`config.mk`:
```
export PLATFORM = sky130hd
export DESIGN_NAME = ds_burst_router
export DESIGN_NICKNAME = d
export VERILOG_FILES = /design/src/rtl/ds_router_pkg.sv /design/src/rtl/ds_sat_counter.sv /design/src/rtl/ds_burst_router.sv
export SDC_FILE = /design/constraint.sdc
export NUM_CORES = 1
export LEC_CHECK = 0
export ABC_CLOCK_PERIOD_IN_PS = 2700
export CAP_MARGIN = 25
export CORE_AREA = 2 2 401 403
export CTS_BUF_LIST = sky130_fd_sc_hd__clkbuf_8
export CTS_CLUSTER_DIAMETER = 40
export DETAILED_ROUTE_END_ITERATION = 12
export DIE_AREA = 0 0 403 405
export MAX_ROUTING_LAYER = met4
export SLEW_MARGIN = 20
export SYNTH_ARGS = -nofsm -noshare
export SYNTH_HDL_FRONTEND = slang
export SYNTH_HIERARCHICAL = 1
export SYNTH_SLANG_ARGS = --single-unit
```
`constraint.sdc`:
```
create_clock -name sys_clk_i -period 2.7 [get_ports sys_clk_i]
set_input_delay 0.54 -clock sys_clk_i [delete_from_list [all_inputs] [get_ports sys_clk_i]]
set_output_delay 0.54 -clock sys_clk_i [all_outputs]
set_load 0.02 [all_outputs]
```
`src/rtl/ds_router_pkg.sv`:
```
// Shared FSM state type, base-ID default and beat-size helpers for the
// downstream burst router.
package ds_router_pkg;

  typedef enum logic [1:0] {
    ST_IDLE = 2'd0,
    ST_FWD  = 2'd1,
    ST_DROP = 2'd2
  } state_t;

  localparam logic [7:0] DES_ID_BASE_DEF = 8'h17;

  function automatic int beat_bytes(input int data_w);
    return data_w / 8;
  endfunction

  function automatic int beat_shift(input int data_w);
    return $clog2(data_w / 8);
  endfunction

endpackage

```
`src/rtl/ds_sat_counter.sv`:
```
// Saturating up-counter used for the per-channel dropped-packet statistics.
module ds_sat_counter #(
  parameter int CNT_W = 16
) (
  input  logic             clk,
  input  logic             rst_n,
  input  logic             inc,
  input  logic             clr,
  output logic [CNT_W-1:0] cnt
);

  logic [CNT_W-1:0] cnt_reg;

  always_ff @(posedge clk or negedge rst_n) begin
    if (!rst_n) begin
      cnt_reg <= '0;
    end else if (clr) begin
      cnt_reg <= '0;
    end else if (inc && (cnt_reg != {CNT_W{1'b1}})) begin
      cnt_reg <= cnt_reg + CNT_W'(1);
    end
  end

  assign cnt = cnt_reg;

endmodule

```
`src/rtl/ds_burst_router.sv`:
```
// Routes header-qualified bursts to one of DS_CHANNEL FIFOs, dropping whole
// packets for unknown destinations or full FIFOs, with drop counters.
module ds_burst_router
  import ds_router_pkg::*;
#(
  parameter int         DS_CHANNEL  = 6,
  parameter int         DATA_W      = 128,
  parameter logic [7:0] DES_ID_BASE = DES_ID_BASE_DEF,
  parameter int         LEN_W       = 16,
  parameter int         CNT_W       = 16
) (
  input  logic                         sys_clk_i,
  input  logic                         rst_n_i,
  input  logic                         hdr_valid_i,
  input  logic [7:0]                   prased_des_id_i,
  input  logic [LEN_W-1:0]             prased_data_field_len_i,
  input  logic                         ds_burst_valid_i,
  input  logic [DATA_W-1:0]            ds_burst_data_i,
  output logic [DS_CHANNEL-1:0]        ds_burst_wr_en_o,
  output logic [DS_CHANNEL*DATA_W-1:0] ds_burst_dout_o,
  input  logic [DS_CHANNEL-1:0]        ds_burst_prog_full_i,
  output logic [DS_CHANNEL*CNT_W-1:0]  ds_drop_cnt_o,
  output logic                         ds_err_o,
  output logic                         ds_busy_o
);

  localparam int BYTES = beat_bytes(DATA_W);
  localparam int SHIFT = beat_shift(DATA_W);
  localparam int SEL_W = (DS_CHANNEL > 1) ? $clog2(DS_CHANNEL) : 1;
  localparam int PAD_N = 1 << SEL_W;

  state_t           state_reg;
  logic [LEN_W-1:0] rem_reg;
  logic [SEL_W-1:0] sel_reg;
  logic             err_reg;

  logic [LEN_W:0]        len_sum;
  logic [LEN_W-1:0]      beats;
  logic [7:0]            idx;
  logic [SEL_W-1:0]      idx_sel;
  logic                  in_range;
  logic                  len_zero;
  logic [PAD_N-1:0]      pf_pad;
  state_t                hdr_state;
  logic                  hdr_err;
  logic                  cnt_hit;
  logic                  tail_beat;
  logic                  abort;
  logic                  wr_do;
  logic [SEL_W-1:0]      wr_ch;
  logic [DS_CHANNEL-1:0] cnt_inc;

  // Ceiling division by the beat size, widened so a max-length field cannot wrap.
  assign len_sum  = {1'b0, prased_data_field_len_i} + (LEN_W+1)'(BYTES - 1);
  assign beats    = LEN_W'(len_sum >> SHIFT);
  assign len_zero = (prased_data_field_len_i == '0);

  assign idx      = prased_des_id_i - DES_ID_BASE;
  assign idx_sel  = idx[SEL_W-1:0];
  assign in_range = (prased_des_id_i >= DES_ID_BASE) && (idx < 8'(DS_CHANNEL));

  always_comb begin
    pf_pad = '0;
    pf_pad[DS_CHANNEL-1:0] = ds_burst_prog_full_i;
  end

  always_comb begin
    hdr_state = ST_IDLE;
    hdr_err   = 1'b0;
    cnt_hit   = 1'b0;
    if (!len_zero) begin
      if (!in_range) begin
        hdr_state = ST_DROP;
        hdr_err   = 1'b1;
      end else if (pf_pad[idx_sel]) begin
        hdr_state = ST_DROP;
        cnt_hit   = 1'b1;
      end else begin
        hdr_state = ST_FWD;
      end
    end
  end

  // A header is legal mid-packet only when the same-cycle beat closes that packet.
  assign tail_beat = (state_reg != ST_IDLE) && ds_burst_valid_i && (rem_reg == LEN_W'(1));
  assign abort     = hdr_valid_i && (state_reg != ST_IDLE) && !tail_beat;

  always_comb begin
    wr_do = 1'b0;
    wr_ch = sel_reg;
    if (hdr_valid_i) begin
      if (tail_beat) begin
        wr_do = (state_reg == ST_FWD);
      end else if (ds_burst_valid_i && (hdr_state == ST_FWD)) begin
        wr_do = 1'b1;
        wr_ch = idx_sel;
      end
    end else if (ds_burst_valid_i && (state_reg == ST_FWD)) begin
      wr_do = 1'b1;
    end
  end

  always_ff @(posedge sys_clk_i or negedge rst_n_i) begin
    if (!rst_n_i) begin
      state_reg <= ST_IDLE;
      rem_reg   <= '0;
      sel_reg   <= '0;
      err_reg   <= 1'b0;
    end else begin
      err_reg <= 1'b0;
      if (hdr_valid_i) begin
        err_reg <= abort || hdr_err;
        if (hdr_state == ST_FWD) begin
          sel_reg <= idx_sel;
        end
        if (hdr_state == ST_IDLE) begin
          state_reg <= ST_IDLE;
          rem_reg   <= '0;
        end else if (ds_burst_valid_i && !tail_beat) begin
          if (beats == LEN_W'(1)) begin
            state_reg <= ST_IDLE;
            rem_reg   <= '0;
          end else begin
            state_reg <= hdr_state;
            rem_reg   <= beats - LEN_W'(1);
          end
        end else begin
          state_reg <= hdr_state;
          rem_reg   <= beats;
        end
      end else if (ds_burst_valid_i) begin
        if (state_reg == ST_IDLE) begin
          err_reg <= 1'b1;
        end else begin
          rem_reg <= rem_reg - LEN_W'(1);
          if (rem_reg == LEN_W'(1)) begin
            state_reg <= ST_IDLE;
          end
        end
      end
    end
  end

  assign ds_err_o  = err_reg;
  assign ds_busy_o = (state_reg != ST_IDLE);

  genvar gi;
  generate
    for (gi = 0; gi < DS_CHANNEL; gi++) begin : g_ch
      logic              wr_en_ch_reg;
      logic [DATA_W-1:0] dout_ch_reg;
      logic              hit;

      assign hit = wr_do && (wr_ch == SEL_W'(gi));

      // Unselected channels keep their last data word.
      always_ff @(posedge sys_clk_i or negedge rst_n_i) begin
        if (!rst_n_i) begin
          wr_en_ch_reg <= 1'b0;
          dout_ch_reg  <= '0;
        end else begin
          wr_en_ch_reg <= hit;
          if (hit) begin
            dout_ch_reg <= ds_burst_data_i;
          end
        end
      end

      assign ds_burst_wr_en_o[gi]                 = wr_en_ch_reg;
      assign ds_burst_dout_o[gi*DATA_W +: DATA_W] = dout_ch_reg;
      assign cnt_inc[gi] = hdr_valid_i && cnt_hit && (idx_sel == SEL_W'(gi));

      ds_sat_counter #(
        .CNT_W(CNT_W)
      ) u_drop_cnt (
        .clk  (sys_clk_i),
        .rst_n(rst_n_i),
        .inc  (cnt_inc[gi]),
        .clr  (1'b0),
        .cnt  (ds_drop_cnt_o[gi*CNT_W +: CNT_W])
      );
    end
  endgenerate

endmodule

```
==> summary by stage <==
Status
The flow ran to the end, but the final reports show violations. The final reports fail on setup timing.

STA
The count of endpoints failing hold in the final timing report is 0. The final count of pins violating max slew was 0. Across all setup checks in the final design, the least slack found is -206 ps. The maximum achievable frequency is 0.344 GHz. The total of endpoints with negative setup slack in the final report is just under 700. Across the routed clock network, the largest skew measured is 45.9 ps. At the pin with the least slew margin, the transition time is 733 ps. Setup repair after global routing could not meet its margin everywhere. The summed negative setup slack over all endpoints is -75680 ps.

The relative slew slack is just over 50%. Of the available clock period, the critical path in the final layout requires 108%. The smallest clock period supported by the final layout is computed as around 2900 ps.

Finish
After filler insertion, the fill cell instance count of the layout stands at approximately 15000. Compared with the post-synthesis result, the final layout area differs by 63.9%. The register with the most flip-flops in the layout has around 770 of them. The multi-input combinational cells in the finished layout cover a total of 16100 um^2. The final standard cell area without fillers is between 60000 and 70000 um^2. The sequential cells in the finished layout cover a total of around 22000 um^2. In the final design database the tool counted around 4200 nets. Cells with a size suffix above 1 make up 38.6% of the layout.

Logic synthesis
In the synthesized netlist, the number of instances is 2518. The number of enable-type register cells in the synthesized netlist is 0. The number of warnings issued by yosys is 6. Summing every instance area after synthesis gives about 37000 um^2. Yosys instantiated no cell more often than sky130_fd_sc_hd__dfrtp_1. The count of unique library cells instantiated by Yosys is between 70 and 80. The most used flip-flop cell after synthesis is sky130_fd_sc_hd__dfrtp_1. Of all flip-flops after synthesis, the portion carrying an async set or reset was 100%. After synthesis the netlist holds a flip-flop and latch count of between 800 and 900. The mean post-synth cell area is 14.8 um^2. By area the synthesized netlist is led by sky130_fd_sc_hd__dfrtp_1 (60%), sky130_fd_sc_hd__mux2_2 (11%), sky130_fd_sc_hd__mux2_1 (9.6%). In the synthesized netlist, the cells that appear most often are sky130_fd_sc_hd__dfrtp_1 (892), sky130_fd_sc_hd__mux2_2 (369), sky130_fd_sc_hd__mux2_1 (317). The sequential fraction of the synthesis area is around 60%. Of all cell types, the one taking the most synthesized area is sky130_fd_sc_hd__dfrtp_1.

The share of the synthesized area in the top cell type is about three fifths.

CTS
In this run the clock root is driven by a sky130_fd_sc_hd__clkbuf_8. TritonCTS built the clock tree. In this run, CTS created clock tree buffers numbering about 170. Clock-pin slew was measured on the worst setup and hold paths at about 60 ps. The clock reaches the later pin of the worst-skew pair after 910 ps.

The deepest clock path buffer count is 3. The clock net in this run drives a total of a little under 900 sinks. The clock tree synthesis step divided the H-tree into 4 levels.

Worst setup path
Traced cell by cell, the critical path runs through inv_2 > ha_4 > nor4b_4 > and4_4 > a31o_4 > nand4b_1 > buf_4 > a22oi_2 > buf_12 > buf_12 > buf_16 > buf_8 > mux2_4. The worst reg-to-reg path cell count is 13. Following the worst setup path forward leads to its endpoint at g_ch[5].dout_ch_reg[65]$_DFFE_PN0P_.

The endpoint required time on the critical path is 3450 ps. STA classifies the critical path endpoint as a flop. The startpoint identified for the worst register-to-register timing path is rem_reg[1]$_DFFE_PN0P_. The cell repeated most along the worst path is sky130_fd_sc_hd__buf_12.

The critical path starts at rem_reg[1]$_DFFE_PN0P_. The data arrival time of the critical path is between 3000 and 4000 ps. The worst-path cell with the longest stage delay is sky130_fd_sc_hd__dfrtp_1.

The endpoint identified for the worst register-to-register timing path is g_ch[5].dout_ch_reg[65]$_DFFE_PN0P_. The critical path start-end classification is reg -> reg. The worst setup path is launched from a flop. The delay of the slowest cell on the worst path is about 400 ps. Setup slack on the worst reg-to-reg path comes out at -210 ps.

In this run the worst path has a maximum fanout of 5.

Floorplanning
The floorplan die height is ~400 um. From left edge to right edge, the die measures 403 um. After floorplanning, the core was sized to cover ~160000 um^2. During I/O placement, the number of pins put on the boundary was just over 1000. In this run the core area contains 147 standard-cell rows.

Once the floorplan was initialized, standard cells occupied 23.4% of the core. The floorplan step defined a die boundary enclosing ~160000 um^2.

Drt
The routed via count divided by cell count is between 4 and 5. For this block, the initial DRC count from the detailed router was about 1600. The total DRC errors in the routed layout is 0. The count of nets left with antenna violations once routing finished came out at 0. The number of detailed-routing iterations run before antenna repair is 5. In the final routed layout, each cell accounts on average for 24.0 um.

The detailed router placed about 28000 vias in this run. Summed over all layers, the routed wires come to between 150 and 200 mm.

Run
Max-cap violations in this run came to 0.

Global route
The first-pass GRT wire length is 208 mm. The overall global routing resource usage is between 15 and 20%. Entering global routing, the biggest net connects 104 pins. The via count of the first global-routing pass is a little under 30000. The number of antenna violations at the first check in global routing was 15. The residual overflow from global routing is 0.

Placement
Summing all placed instances gives a cell area of approximately 53000 um^2. At the placement stage, the worst setup path has a slack of -1150 ps. The final RePlAce weighted congestion is about 0.85. The count of buffers from port buffering is around 1000.

Once detailed placement completed, the half-perimeter wirelength came to 102 mm.

Worst hold path
The tightest min-delay check is of the in -> async type.

Power and ir drop
The standby leakage power is about 29 nW. The power density relative to cell area is 523 nW/um^2. The worst-case IR drop observed on VDD is 406 uV.
-- power by group --
group / switching (W) / internal, W / total [W]
clock network: 0.00634 / 0.00819 / 0.0145
logic: 0.00183 / 0.00155 / 0.00338
registers: 0.000255 / 0.0138 / 0.0140
-- worst min-delay path by stage --
stage	slack, ps	end	cells after the start	start
5_1_grt	110	g_ch[1].dout_ch_reg[74]$_DFFE_PN0P_	2	rst_n_i
3_5_place_dp	470	g_ch[5].dout_ch_reg[95]$_DFFE_PN0P_	1	g_ch[5].dout_ch_reg[95]$_DFFE_PN0P_
2_1_floorplan	240	ds_err_o$_DFF_PN0_	0	rst_n_i
3_3_place_gp	470	g_ch[5].dout_ch_reg[83]$_DFFE_PN0P_	1	g_ch[5].dout_ch_reg[83]$_DFFE_PN0P_
6_report	180	g_ch[1].dout_ch_reg[74]$_DFFE_PN0P_	2	rst_n_i
4_1_cts	80	g_ch[1].dout_ch_reg[74]$_DFFE_PN0P_	2	rst_n_i
-- cells in the final DEF (no fill, tap or decap), types with 53 or more instances in the layout --
cell                                 n
sky130_fd_sc_hd__buf_12             74
sky130_fd_sc_hd__buf_4             212
sky130_fd_sc_hd__buf_8              64
sky130_fd_sc_hd__a21oi_1            68
sky130_fd_sc_hd__mux2_2            205
sky130_fd_sc_hd__clkdlybuf4s50_1  1027
sky130_fd_sc_hd__inv_1              74
sky130_fd_sc_hd__dfrtp_1           892
sky130_fd_sc_hd__clkbuf_8          207
sky130_fd_sc_hd__mux2_4            550
sky130_fd_sc_hd__nor2_1             53
sky130_fd_sc_hd__nand2_1            60
-- critical path: cells and delay by family (launching register included) --
family / cells / cell delay [ps]
buf+inv: 6 / 850
simple gates: 3 / 710
flops: 1 / 400
compound gates: 2 / 390
mux: 1 / 290
fa+ha+maj: 1 / 120
-- stage by stage --
stage	utilization, %	cells	hold WS, ps	total power [W]
after global placement	33.6	5830	468	0.0175
after floorplan	-	2529	244	0.0153
after detailed placement	33.6	5830	474	0.0175
final	38.4	6278	176	0.0319
after CTS	37.3	6228	77.2	0.0323
after global routing	38.4	6278	112	0.0332
-- layout make-up --
class / instances / area share (%)
inverters: 34 / 0.246
clock buffers: 207 / 4.66
repair buffers: 1477 / 26.4
well taps: 2086 / 4.27
multi-input cells: 1470 / 26.4
diodes: 8 / 0.0328
flip-flops and latches: 892 / 36.5
clock inverters: 104 / 1.45
-- routing by layer --
metal,part of all wire (%),vias up,global-route usage [%]
li1,-,12300,-
met1,41,14400,21.3
met2,49,968,28.8
met3,6.8,245,5.06
met4,3.1,0,5.60
met5,0,-,-
-- cell families after synthesis --
family	after synthesis	share of synthesized area, %
DFF	892	59.9
muxes	800	25.3
and+or+nand+nor	397	6.64
AOI/OAI and AO/OA	224	4.05
buffers and inverters	167	3.12
xor gates and xnor gates	22	0.517
adders and majority gates	15	0.504
other	1	0.0101
-- repair_timing --
item                                    CTS  global route
endpoints found under the setup margin  813           894
pin swaps                                13            18
cloned                                   21            24
hold endpoints to repair                460             0
hold buffers                              1             0
gates resized for setup                 253           306
setup buffers                            67            42
Note: power is estimated with default switching activity, not from simulation.
